### src/rtl/wb_trace_buffer_if.sv
// Write-back tap and show-ahead drain port of the trace buffer.
// entry_cyc_o exists only when WB_TRACE_CYC_STAMP_EN is defined.
interface wb_trace_buffer_if #(
  parameter int DATA_W = 32,
  parameter int ADDR_W = 5
`ifdef WB_TRACE_CYC_STAMP_EN
  ,
  parameter int CYC_W  = 16
`endif
);
  logic              wb_en_i;
  logic [ADDR_W-1:0] wb_addr_i;
  logic [DATA_W-1:0] wb_data_i;
  logic              pop_i;
  logic              entry_valid_o;
  logic [ADDR_W-1:0] entry_addr_o;
  logic [DATA_W-1:0] entry_data_o;
`ifdef WB_TRACE_CYC_STAMP_EN
  logic [CYC_W-1:0]  entry_cyc_o;
`endif

  modport master (
    output wb_en_i,
    output wb_addr_i,
    output wb_data_i,
    output pop_i,
    input  entry_valid_o,
    input  entry_addr_o,
`ifdef WB_TRACE_CYC_STAMP_EN
    input  entry_cyc_o,
`endif
    input  entry_data_o
  );

  modport slave (
    input  wb_en_i,
    input  wb_addr_i,
    input  wb_data_i,
    input  pop_i,
    output entry_valid_o,
    output entry_addr_o,
`ifdef WB_TRACE_CYC_STAMP_EN
    output entry_cyc_o,
`endif
    output entry_data_o
  );
endinterface

### src/rtl/wb_trace_buffer.sv
// Write-back trace capture: circular buffer of committed register writes.
// Define WB_TRACE_CYC_STAMP_EN to store a cycle stamp with each entry.
module wb_trace_buffer #(
  parameter int DATA_W    = 32,
  parameter int ADDR_W    = 5,
  parameter int DEPTH     = 16,
  parameter int CYC_W     = 16,
  parameter int RUN_LIMIT = 10
) (
  input  logic                     clk,
  input  logic                     rst,
  input  logic                     arm_i,
  input  logic                     wrap_mode_i,
  wb_trace_buffer_if.slave         bus,
  output logic [$clog2(DEPTH):0]   count_o,
  output logic                     overflow_o,
  output logic [CYC_W-1:0]         cycle_o,
  output logic                     done_o
);

  localparam int PW = $clog2(DEPTH);
  localparam int CW = PW + 1;
`ifdef WB_TRACE_CYC_STAMP_EN
  localparam int EW = CYC_W + ADDR_W + DATA_W;
`else
  localparam int EW = ADDR_W + DATA_W;
`endif

  localparam logic [CYC_W-1:0] LIM    = CYC_W'(RUN_LIMIT);
  localparam logic [CYC_W-1:0] LIM_M1 = CYC_W'(RUN_LIMIT - 1);
  localparam logic [CW-1:0]    FULL   = CW'(DEPTH);

  typedef enum logic [1:0] {
    S_IDLE,
    S_RUN,
    S_DONE
  } state_t;

  state_t r_state;
  state_t w_state_nx;

  logic [EW-1:0]    r_mem [DEPTH];
  logic [PW-1:0]    r_wr;
  logic [PW-1:0]    r_rd;
  logic [CW-1:0]    r_count;
  logic             r_ovf;
  logic [CYC_W-1:0] r_cycle;
  logic             r_done;

  logic             w_run;
  logic             w_last;
  logic             w_cap;
  logic             w_full;
  logic             w_empty;
  logic             w_pop;
  logic             w_push;
  logic             w_adv;
  logic             w_ovf;
  logic [CW-1:0]    w_cnt_nx;
  logic [CYC_W-1:0] w_cyc_nx;
  logic [EW-1:0]    w_wdata;
  logic [EW-1:0]    w_head;

  assign w_run   = (r_state == S_RUN);
  assign w_last  = (RUN_LIMIT != 0) && (r_cycle == LIM_M1);
  assign w_cap   = w_run & bus.wb_en_i;
  assign w_full  = (r_count == FULL);
  assign w_empty = (r_count == '0);
  assign w_pop   = bus.pop_i & ~w_empty;

  // Full without a pop: keep the old data, or evict the oldest in wrap mode.
  assign w_ovf   = w_cap & w_full & ~w_pop;
  assign w_push  = w_cap & (~w_full | w_pop | wrap_mode_i);
  assign w_adv   = w_pop | (w_ovf & wrap_mode_i);

`ifdef WB_TRACE_CYC_STAMP_EN
  assign w_wdata = {r_cycle, bus.wb_addr_i, bus.wb_data_i};
`else
  assign w_wdata = {bus.wb_addr_i, bus.wb_data_i};
`endif

  always_comb begin
    w_state_nx = r_state;
    if (arm_i) begin
      w_state_nx = S_RUN;
    end else begin
      unique case (r_state)
        S_IDLE:  w_state_nx = S_IDLE;
        S_RUN:   w_state_nx = w_last ? S_DONE : S_RUN;
        S_DONE:  w_state_nx = S_DONE;
        default: w_state_nx = S_IDLE;
      endcase
    end
  end

  always_comb begin
    w_cnt_nx = r_count;
    unique case (1'b1)
      (w_push & ~w_adv): w_cnt_nx = r_count + 1'b1;
      (~w_push & w_adv): w_cnt_nx = r_count - 1'b1;
      default:           w_cnt_nx = r_count;
    endcase
  end

  always_comb begin
    w_cyc_nx = r_cycle;
    if (w_run) begin
      if (w_last)
        w_cyc_nx = LIM;
      else if (!((RUN_LIMIT == 0) && (&r_cycle)))
        w_cyc_nx = r_cycle + 1'b1;
    end
  end

  always_ff @(posedge clk or negedge rst) begin
    if (!rst) begin
      r_state <= S_IDLE;
    end else begin
      r_state <= w_state_nx;
    end
  end

  always_ff @(posedge clk or negedge rst) begin
    if (!rst) begin
      r_wr    <= '0;
      r_rd    <= '0;
      r_count <= '0;
      r_ovf   <= 1'b0;
      r_cycle <= '0;
      r_done  <= 1'b0;
    end else if (arm_i) begin
      r_wr    <= '0;
      r_rd    <= '0;
      r_count <= '0;
      r_ovf   <= 1'b0;
      r_cycle <= '0;
      r_done  <= 1'b0;
    end else begin
      if (w_push)
        r_wr <= r_wr + 1'b1;
      if (w_adv)
        r_rd <= r_rd + 1'b1;
      r_count <= w_cnt_nx;
      if (w_ovf)
        r_ovf <= 1'b1;
      r_cycle <= w_cyc_nx;
      if (w_run && w_last)
        r_done <= 1'b1;
    end
  end

  // Storage carries no reset; the head is masked while the buffer is empty.
  always_ff @(posedge clk) begin
    if (w_push && !arm_i)
      r_mem[r_wr] <= w_wdata;
  end

  assign w_head = w_empty ? '0 : r_mem[r_rd];

  assign bus.entry_valid_o = ~w_empty;
  assign bus.entry_data_o  = w_head[DATA_W-1:0];
  assign bus.entry_addr_o  = w_head[DATA_W +: ADDR_W];
`ifdef WB_TRACE_CYC_STAMP_EN
  assign bus.entry_cyc_o   = w_head[DATA_W+ADDR_W +: CYC_W];
`endif

  assign count_o    = r_count;
  assign overflow_o = r_ovf;
  assign cycle_o    = r_cycle;
  assign done_o     = r_done;

endmodule

### src/flat_wrapper.sv
// flat-port wrapper written by rule: the top's interface ports become plain ports
module wb_trace_buffer_flat 
#(
  parameter int DATA_W    = 32,
  parameter int ADDR_W    = 5,
  parameter int DEPTH     = 16,
  parameter int CYC_W     = 16,
  parameter int RUN_LIMIT = 10
)
  (clk, rst, arm_i, wrap_mode_i, count_o, overflow_o, cycle_o, done_o, bus_wb_en_i, bus_wb_addr_i, bus_wb_data_i, bus_pop_i, bus_entry_valid_o, bus_entry_addr_o, bus_entry_data_o);
  wb_trace_buffer_if #(.DATA_W(DATA_W), .ADDR_W(ADDR_W)) bus_i ();
  input  logic clk;
  input  logic rst;
  input  logic arm_i;
  input  logic wrap_mode_i;
  output logic [$clog2(DEPTH):0] count_o;
  output logic overflow_o;
  output logic [CYC_W-1:0] cycle_o;
  output logic done_o;
  input wire logic [$bits(bus_i.wb_en_i)-1:0] bus_wb_en_i;
  input wire logic [$bits(bus_i.wb_addr_i)-1:0] bus_wb_addr_i;
  input wire logic [$bits(bus_i.wb_data_i)-1:0] bus_wb_data_i;
  input wire logic [$bits(bus_i.pop_i)-1:0] bus_pop_i;
  output wire logic [$bits(bus_i.entry_valid_o)-1:0] bus_entry_valid_o;
  output wire logic [$bits(bus_i.entry_addr_o)-1:0] bus_entry_addr_o;
  output wire logic [$bits(bus_i.entry_data_o)-1:0] bus_entry_data_o;
  assign bus_i.wb_en_i = bus_wb_en_i;
  assign bus_i.wb_addr_i = bus_wb_addr_i;
  assign bus_i.wb_data_i = bus_wb_data_i;
  assign bus_i.pop_i = bus_pop_i;
  assign bus_entry_valid_o = bus_i.entry_valid_o;
  assign bus_entry_addr_o = bus_i.entry_addr_o;
  assign bus_entry_data_o = bus_i.entry_data_o;
  wb_trace_buffer #(.DATA_W(DATA_W), .ADDR_W(ADDR_W), .DEPTH(DEPTH), .CYC_W(CYC_W), .RUN_LIMIT(RUN_LIMIT)) u_core (.clk(clk), .rst(rst), .arm_i(arm_i), .wrap_mode_i(wrap_mode_i), .bus(bus_i), .count_o(count_o), .overflow_o(overflow_o), .cycle_o(cycle_o), .done_o(done_o));
endmodule
### config.mk
export PLATFORM = sky130hd
export DESIGN_NAME = wb_trace_buffer_flat
export DESIGN_NICKNAME = d
export VERILOG_FILES = /design/src/rtl/wb_trace_buffer_if.sv /design/src/rtl/wb_trace_buffer.sv /design/src/flat_wrapper.sv
export SDC_FILE = /design/constraint.sdc
export NUM_CORES = 1
export LEC_CHECK = 0
export CAP_MARGIN = 20
export CORE_MARGIN = 1
export CORE_UTILIZATION = 50
export DETAILED_ROUTE_END_ITERATION = 16
export PLACE_DENSITY = 0.73
export SLEW_MARGIN = 20
export SYNTH_ARGS = -nofsm -noshare
export SYNTH_HDL_FRONTEND = slang
export SYNTH_SLANG_ARGS = --single-unit
### constraint.sdc
create_clock -name clk -period 11.1 [get_ports clk]
set_clock_uncertainty 0.05 [all_clocks]
set_input_delay 2.22 -clock clk [delete_from_list [all_inputs] [get_ports clk]]
set_output_delay 2.22 -clock clk [all_outputs]
set_load 0.01 [all_outputs]
==> results.md <==
- Status: complete, no violations
- Diode count: 0
- Post-Route Setup TNS: 0 ns
- Top Ports: 104
- CP Launch Type: register
- Tcrit/Tclk final: 0.576
- CTS root buffer: clkbuf_16
- Final cell count without fillers: 1985
- Max VDD drop: around 0.00019 V
- Antenna-violating nets left: 0
- Total GRT Usage: 0.211
- Cell Pwr Density: between 200 and 250 mW/mm^2
- Antenna violations before repair: 2
- Die area: between 0.05 and 0.06 sq mm
- Die height: 224 um
- Worst Tran Pin Value: 1.09 ns
- Row cnt: 80
- Fin crit period: between 6 and 7 ns
- Yosys warns: 0
- CORE AREA: just under 0.05 sq mm
- Ys flop type: edfxtp_1
- H-tree Lvls: 2
- Met3 Use GR: 0.0325
- Post-synth ARST share: 0.0528
- Nets: 1341
- Via density: approximately 6
- Synth Cell Area: ~0.025 sq mm
- Number of global-route vias before repair: 12300
- Worst skew pair latency: about 0.6 ns
- CTS tree: built
- Placed cells: ~1900
- Total CTS buffers: 60
- Distinct cells, synth: 65
- Max Fclk: around 0.16 GHz
- WHS: between 0.4 and 0.5 ns
- Die Wd: approximately 220 um
- Fin. Hold Viols: 0
- FF+latch count, synth: 625
- Leak pwr: a little under 9 nW
- Top-count cell post-synth: edfxtp_1
- Worst Path Arrival: roughly 4.1 ns
- Hold Buf Count CTS: 0
- CP required: 8.83 ns
- Final setup fails: 0
- Min-Delay Path Class: register to register
- Starting density of the core: 0.512
- Drt total wl: between 50000 and 60000 um
- EDFF count, synth: 592
- Post-CTS Setup Bufs: 0
- # DRC: 0
- Syn_area_per_cell: about 21 sq um
- Global-route met2 utilization: 0.349
- Slew HR: 0.273
- Share of cells above drive strength 1: 0.226
- Port Buffers: ~100
- CTS sink count: around 630
- Routability Congestion: between 0.7 and 0.8
- Max Cap Viol: 0
- CP max FO: between 70 and 80
- Cts repair resizes: 0
- Clock Path Buffers: 3
- Syn Inst Count: approximately 1200
- Max Slew Vio Count: 0
- GR Layer Usage met1: 0.291
- Via count: roughly 12000
- Drt wl/cell: 26.1 um
- Cell taking the most area after synthesis: edfxtp_1
- Synth top area cells: edfxtp_1 (72%), mux4_2 (14%), dfrtp_1 (3.4%), mux2i_1 (3.0%), o22ai_1 (0.94%)
- Clock transition at path regs: ~0.060 ns
- Setup CP Type: register to primary output
- Initial drt markers: between 1000 and 1500
- Post-DP HPWL: around 26000 um
- Sequential area share after synthesis: 0.755
- Global-route wire length before repair: between 70000 and 80000 um
- Overflow after GRT: 0
- Pin count of the biggest net entering global routing: 105
- Drt first pass iters: 5
- GRT busiest layer: met2
- RSZ-0062 raised after global routing: no
- Crit. End Element: primary output
- Synth cell count leaders: edfxtp_1 (592), mux4_2 (148), mux2i_1 (75), o22ai_1 (37), dfrtp_1 (33)
- Syn_nets: 1211
- Area grow syn2layout: 15.3%
- Top cell type's share of synthesized area: 0.722
## power by group
| group | switching (mW) | internal [mW] | total (mW) |
|---|---|---|---|
| Combinational | 0.654 | 0.738 | 1.39 |
| Clock | 0.839 | 1.12 | 1.96 |
| Sequential | 0.0912 | 2.62 | 2.71 |
## area by class of cell
| type | instances | area (sq um) |
|---|---|---|
| clock buffers | 71 | 1560 |
| clock inverters | 33 | 315 |
| fillers | 3409 | 19800 |
| inverters | 17 | 63.8 |
| multi-input cells | 449 | 5710 |
| flip-flops and latches | 625 | 18600 |
| well taps | 656 | 821 |
| repair buffers | 134 | 1300 |
## flip-flops by register name, summed over array words and instances, names as in the netlist
name and count:
u_core.count_o 5, u_core.cycle_o 16, u_core.done_o 1, u_core.overflow_o 1, u_core.r_mem 592, u_core.r_rd 4, u_core.r_state 2, u_core.r_wr 4
## layer usage
layer  wire length, um  up-vias
met2             25800      422
met4              1190        4
met5                31        -
met1             21500     6321
li1                  -     5120
met3              3290       81
## critical path: stages, from the launching register on
cell and delay (ns):
dfrtp_4 0.69, buf_16 0.31, buf_4 0.86, mux4_2 0.38, mux2i_1 0.07, o22ai_1 0.40, clkdlybuf4s50_1 0.62
## cells in the final DEF (no fill, tap or decap), drive strengths merged, types with 4 or more instances in the layout
cell type / instances
nand4: 5
ha: 11
clkinvlp: 6
o22ai: 37
clkbuf: 71
nand2b: 4
mux4: 148
nor3: 11
o21ai: 8
nor4: 17
dfrtp: 33
nor3b: 5
clkdlybuf4s50: 103
or3: 5
edfxtp: 592
nand2: 16
nand3: 9
nor4b: 7
a21oi: 12
inv: 19
mux2i: 75
or4: 5
nor2: 19
buf: 31
o31ai: 6
bufinv: 5
clkinv: 20
## cell families after synthesis
group / after synthesis / synth area share
buffers and inverters: 83 / 0.0164
muxes: 226 / 0.167
DFF: 625 / 0.755
xor gates and xnor gates: 3 / 0.00107
and+or+nand+nor: 117 / 0.0282
AOI/OAI and AO/OA: 92 / 0.0262
adders and majority gates: 11 / 0.00559
## path summary, 6_finish.rpt
check | slack, ns | endpoint | cells past startpoint | from
setup / recovery | 4.70 | bus_entry_addr_o[4] | 6 | u_core.r_rd[1]
hold / removal | 0.45 | u_core.done_o | 2 | u_core.done_o
setup reg to reg | 8.05 | u_core.r_mem[3][8] | 7 | u_core.r_state[1]
hold reg to reg | 0.45 | u_core.done_o | 2 | u_core.done_o
max in group asynchronous | 8.66 | u_core.r_rd[0] | 2 | rst
min in group asynchronous | 1.97 | u_core.cycle_o[15] | 2 | rst
## through the flow
stage / instance area [sq um] / util / total power, mW / setup slack (ns)
after CTS: 28400 / 0.589 / 6.12 / 4.40
after global placement: 26500 / 0.550 / 4.15 / 5.02
after global routing: 28400 / 0.590 / 6.29 / 4.46
after detailed placement: 26500 / 0.550 / 4.17 / 5.07
final: 28400 / 0.590 / 6.06 / 4.70
after floorplan: 24600 / - / 3.66 / 3.97
Power figures use the tool's default switching activity.
